--- src/rtl/wc_winograd_f43.sv ---
// 1-D Winograd F(4,3) engine with a hard-wired transformed kernel.
// Four-stage pipeline: capture, input transform, elementwise product, output transform.
module wc_winograd_f43 #(
  parameter int DW = 10
) (
  input  logic            clk,
  input  logic            rst,
  input  logic [6*DW-1:0] D,
  output logic [4*DW-1:0] Z
);

  localparam int IW = 24;

  logic [6*DW-1:0]        d_r;
  logic signed [IW-1:0]   d   [6];
  logic signed [IW-1:0]   m_n [6];
  logic signed [IW-1:0]   m_r [6];
  logic signed [IW-1:0]   p_n [6];
  logic signed [IW-1:0]   p_r [6];
  logic        [DW-1:0]   y_n [4];

  // d0 lives in the most significant field of the tile
  always_comb begin
    for (int i = 0; i < 6; i++) begin
      d[i] = {{(IW-DW){d_r[(5-i)*DW+DW-1]}}, d_r[(5-i)*DW +: DW]};
    end
  end

  always_comb begin
    m_n[0] = (d[0] <<< 2) - (d[2] <<< 2) - d[2] + d[4];
    m_n[1] = -(d[1] <<< 2) - (d[2] <<< 2) + d[3] + d[4];
    m_n[2] = (d[1] <<< 2) - (d[2] <<< 2) - d[3] + d[4];
    m_n[3] = -(d[1] <<< 1) - d[2] + (d[3] <<< 1) + d[4];
    m_n[4] = (d[1] <<< 1) - d[2] - (d[3] <<< 1) + d[4];
    m_n[5] = (d[1] <<< 2) - (d[3] <<< 2) - d[3] + d[5];
  end

  // Kernel U = [1, -3, -3, 2, 2, 13] folded into shift-and-add constants
  always_comb begin
    p_n[0] = m_r[0];
    p_n[1] = -((m_r[1] <<< 1) + m_r[1]);
    p_n[2] = -((m_r[2] <<< 1) + m_r[2]);
    p_n[3] = m_r[3] <<< 1;
    p_n[4] = m_r[4] <<< 1;
    p_n[5] = (m_r[5] <<< 3) + (m_r[5] <<< 2) + m_r[5];
  end

  // Results wrap to DW bits; no saturation
  always_comb begin
    y_n[0] = DW'(p_r[0] + p_r[1] + p_r[2] + p_r[3] + p_r[4]);
    y_n[1] = DW'(p_r[1] - p_r[2] + (p_r[3] <<< 1) - (p_r[4] <<< 1));
    y_n[2] = DW'(p_r[1] + p_r[2] + (p_r[3] <<< 2) + (p_r[4] <<< 2));
    y_n[3] = DW'(p_r[1] - p_r[2] + (p_r[3] <<< 3) - (p_r[4] <<< 3) + p_r[5]);
  end

  always_ff @(posedge clk) begin
    if (rst) begin
      d_r <= '0;
      for (int i = 0; i < 6; i++) begin
        m_r[i] <= '0;
        p_r[i] <= '0;
      end
      Z <= '0;
    end else begin
      d_r <= D;
      for (int i = 0; i < 6; i++) begin
        m_r[i] <= m_n[i];
        p_r[i] <= p_n[i];
      end
      Z <= {y_n[0], y_n[1], y_n[2], y_n[3]};
    end
  end

endmodule

--- config.mk ---
export PLATFORM = sky130hd
export DESIGN_NAME = wc_winograd_f43
export DESIGN_NICKNAME = d
export VERILOG_FILES = /design/src/rtl/wc_winograd_f43.sv
export SDC_FILE = /design/constraint.sdc
export NUM_CORES = 1
export LEC_CHECK = 0
export BUFFER_PORTS_ARGS = -buffer_cell sky130_fd_sc_hd__buf_2
export CORE_ASPECT_RATIO = 1.1
export CORE_MARGIN = 2
export CORE_UTILIZATION = 30
export CTS_CLUSTER_SIZE = 10
export DETAILED_ROUTE_END_ITERATION = 12
export PLACE_DENSITY = 0.43
export SLEW_MARGIN = 20
export SYNTH_ARGS = -nofsm -noshare
export SYNTH_HDL_FRONTEND = slang
export SYNTH_SLANG_ARGS = --single-unit
--- constraint.sdc ---
create_clock -name clk -period 5.15 [get_ports clk]
set_input_delay 0.515 -clock clk [delete_from_list [all_inputs] [get_ports clk]]
set_output_delay 0.515 -clock clk [all_outputs]
set_load 0.02 [all_outputs]
-- After elaboration in Yosys (flattened, before gate mapping)
Memory sizes are Yosys's and may differ from the RTL's.
Index checks and enable logic that the tools add are counted.
- register bits after elaboration: 100
- memory bits (writable): 288
- logic and storage cells: 70
- memories kept: 2
- add/subtract/negate cells: 39
- multiplexer cells: 15
- bitwise operators: 12
- memories (name ; words ; bits a word ; rd ports ; clocked after Yosys merged registers in ; wr ports ; RTL line ; source):
    m_r ; 6 ; 24 ; 6 ; 0 ; 6 ; 17 ; logic signed [IW-1:0] m_r [6];
    p_r ; 6 ; 24 ; 6 ; 0 ; 6 ; 19 ; logic signed [IW-1:0] p_r [6];
- operators with widths (kind ; number):
    24-bit two-way mux ; 12
    10-bit adder ; 10
    24-bit adder ; 4
    24-bit by 10-bit adder with 24-bit output ; 3
    24-bit negator ; 2
    14-bit by 10-bit adder with 15-bit output ; 3
    13-bit by 10-bit subtractor with 14-bit output ; 3
    12-bit by 12-bit subtractor with 13-bit output ; 3
    10-bit subtractor ; 3
    24-bit by 11-bit adder with 24-bit output ; 1
    11-bit negator with 24-bit output ; 1
    12-bit negator with 24-bit output ; 1
    24-bit by 10-bit subtractor with 24-bit output ; 1
    24-bit by 12-bit subtractor with 24-bit output ; 1
    13-bit by 10-bit adder with 14-bit output ; 1
    12-bit by 11-bit subtractor with 13-bit output ; 1
    1-bit bitwise OR ; 12
    11-bit by 10-bit subtractor with 12-bit output ; 1
    1-bit two-way mux ; 3

-- Longest topological paths before layout
- depth in word-level cells: 5
- gate-level depth with buffers: 20

-- Least setup slack after synthesis
OpenSTA, ideal clock, no wires.
- path type: flip-flop to flip-flop
- start: mem p_r[1][0]
- end: reg Z[9]
- data arrival time: 4.174 ns
- required time: 5.019 ns
- path slack: 0.845 ns
- stages on the path, launching flop included: 20
- buffers on the path: 0
- cells stage by stage: dfxtp_1 inv_1 ha_1 inv_1 fa_1 a21o_1 a21oi_1 nor2b_1 o21a_1 o41ai_2 xor2_1 fa_1 fa_1 inv_1 ha_1 o21ai_0 a31oi_1 or3_1 a211oi_1 nor3b_2
- RTL lines (what ; RTL line ; source):
    start: declaration ; 19 ;
    end signal: assignment ; 70 ; Z <= {y_n[0], y_n[1], y_n[2], y_n[3]};
    end: declaration ; 9 ; output logic [4*DW-1:0] Z

==> results.ini <==
[placement]
io_buffer_count = 97
dp_hpwl_um = 25400
dp_cells = 2014
globalplace.congestion = 0.827

[synth]
synthFlopType = dfxtp_1
synth.top_cell.area_share = 0.304
yosysSeqAreaShare = 0.304
synth_area_um2 = 13800
synthArstFlopShare = 0
syn_inst = 1351
ys_types = 59
synth_edf_count = 0
synthTopCellsByArea = dfxtp_1, fa_1, ha_1, nor2b_1, inv_1
synth_seq_cells = 209
synth_nets = 1711
syn_avg_cell_area_um2 = 10.2
synth_top_area_cell = dfxtp_1
ys_warn_count = 0

[detailed_routing]
vias_per_cell = 4.24
dr.pass1.iters = 4
vias = 8731
drcViolationCount = 0
drt_iter0_markers = 289
drt-wirelength-per-cell_um = 15.0
drt_wl_total_um = 30900
ant_nets = 0

[finish]
drive_above_1_share = 0.101
final_util = 0.346
layoutNonFillerInstCount = 2059
area_growth_pct = 14.1
nets = 1815
layout_commonest_cell = dfxtp_1
mostFrequentLayoutCells = dfxtp_1, inv_1, ha_1
antenna-diode-count = 0

[clock_network]
cts_root_buf = clkbuf_16
clk_pin_slew_worst_paths_ps = 50
cts_tree = built
htreeDepth = 1
clock_path_buffers = 3
ctsHoldBuffers = 0
cts_resized = 0
numCtsBuffers = 27
insertion_delay_ps = 550
post_cts_buffers = 0
clock-sinks = 209

[grt]
grt_use_total = 0.137
gr-total-overflow = 0
grt_pass1_wl_um = 50900
grt_max_degree = 74
grt_pass1_vias = 9370
grt_antenna_before_repair = 0

[worst_setup_path]
cp.depth = 19
cp-start-kind = flip-flop
crit_buf_inv = 3
cp_slowest_cell = fa_1
crit_chain = inv_1 > ha_1 > inv_1 > fa_1 > a21o_1 > a21oi_1 > nor2b_1 > o21a_1 > o41ai_2 > xor2_1 > fa_1 > fa_1 > inv_1 > ha_1 > o21ai_0 > a31oi_1 > or3_1 > a211oi_1 > nor3b_2
max_stage_delay_ps = 510
critPathTopFamily = adder cells
r2r_cells = 19
arrival_ps = 5280
cp.required_ps = 5580
crit_fanout = 3
crit_type = reg2reg
cp-end-kind = flip-flop

[floorplan]
core-area_um2 = 45500
dieArea_um2 = 47600
rows = 82
die_y_um = 229
start_util = 0.303
io_pins = 102
die_x_um = 208

[timing]
finalMaxSlewViolations = 0
period_needed_ps = 4850
relSlewSlack = 0.492
rsz0062_at_grt = false
skew_ps = 19.0
tightest_slew_ps = 759
fin_tns_setup_ps = 0
fin_crit_sh = 0.943
clock.fmax_mhz = 206
setup_viol = 0
hold_viol_final = 0

[job]
drv_cap = 0

[worst_hold_path]
hold_depth = 2
hp-class = in2reg

[status]
status = finished clean

==> synthesized netlist by cell type, drive strengths merged (2+ instances only) <==
| cell | instances |
|---|---|
| dfxtp | 209 |
| inv | 196 |
| ha | 150 |
| fa | 148 |
| nor2b | 122 |
| nor2 | 111 |
| xnor2 | 72 |
| a21oi | 45 |
| o21ai | 38 |
| nor3 | 37 |
| xor2 | 36 |
| nand2 | 28 |
| a21o | 23 |
| clkbuf | 19 |
| o21a | 15 |
| nand2b | 9 |
| nor3b | 9 |
| a21boi | 6 |
| buf | 6 |
| o21bai | 6 |
| a211oi | 5 |
| and3 | 5 |
| mux2i | 5 |
| o211ai | 5 |
| a2111oi | 4 |
| nand3 | 4 |
| o41ai | 4 |
| or2 | 4 |
| or3 | 4 |
| a311oi | 3 |
| a31oi | 3 |
| mux2 | 3 |
| o31a | 3 |
| a2bb2oi | 2 |
==> final cells by class <==
class | instances | area, um2
Tap cell | 588 | 736
Sequential cell | 209 | 4180
Clock buffer | 41 | 778
Fill cell | 4664 | 29700
Multi-Input combinational cell | 919 | 8730
Clock inverter | 4 | 27.5
Inverter | 197 | 739
Timing Repair Buffer | 101 | 522
==> state kept, by name, indices dropped and copies added, names as in the netlist <==
name  cells
Z        39
d_r      56
m_r      57
p_r      57
==> worst paths after layout <==
path	start	to	slack, ps
worst max register to register	p_r[1][0]$_SDFF_PP0_	Z[9]$_SDFF_PP0_	300
worst min register to register	m_r[3][5]$_SDFF_PP0_	p_r[3][6]$_SDFF_PP0_	430
worst min-delay path	D[0]	d_r[0]$_SDFF_PP0_	170
worst max-delay path	p_r[1][0]$_SDFF_PP0_	Z[9]$_SDFF_PP0_	300
==> routing by layer <==
layer,vias up,global-route usage,part of all wire
met5,-,0,0
met4,0,0.0366,0.028
met3,44,0.0195,0.030
met2,131,0.251,0.50
met1,4049,0.166,0.44
li1,4507,-,-
==> cells by family (layout without fill, tap and decap cells) <==
logic type / count (synthesis) / after routing / synth area share
mux: 8 / 8 / 0.00700
fa+ha+maj: 298 / 298 / 0.351
xor+xnor: 109 / 109 / 0.0703
flops: 209 / 209 / 0.304
simple gates: 336 / 336 / 0.126
compound gates: 168 / 168 / 0.0793
buf+inv: 223 / 343 / 0.0621
==> worst reg2reg max path, delay by kind of cell, from the launching register on <==
| family | cells | cell delay (ps) |
|---|---|---|
| adder cells (fa/ha/maj) | 5 | 1900 |
| AND/OR/NAND/NOR | 3 | 570 |
| buffers and inverters | 3 | 200 |
| XOR/XNOR | 1 | 340 |
| AO/OA/AOI/OAI | 7 | 1410 |
| flip-flops | 1 | 320 |
==> through the flow <==
step	instance area, um2	setup slack (ps)	hold slack (ps)
2_1_floorplan	13800	845	414
3_3_place_gp	14900	338	426
3_5_place_dp	14900	300	427
4_1_cts	15700	276	144
5_1_grt	15700	69.5	160
6_report	15700	295	172
Power is not shown: default switching activity piles up to over one toggle a cycle in this logic, so the estimate is an artifact.
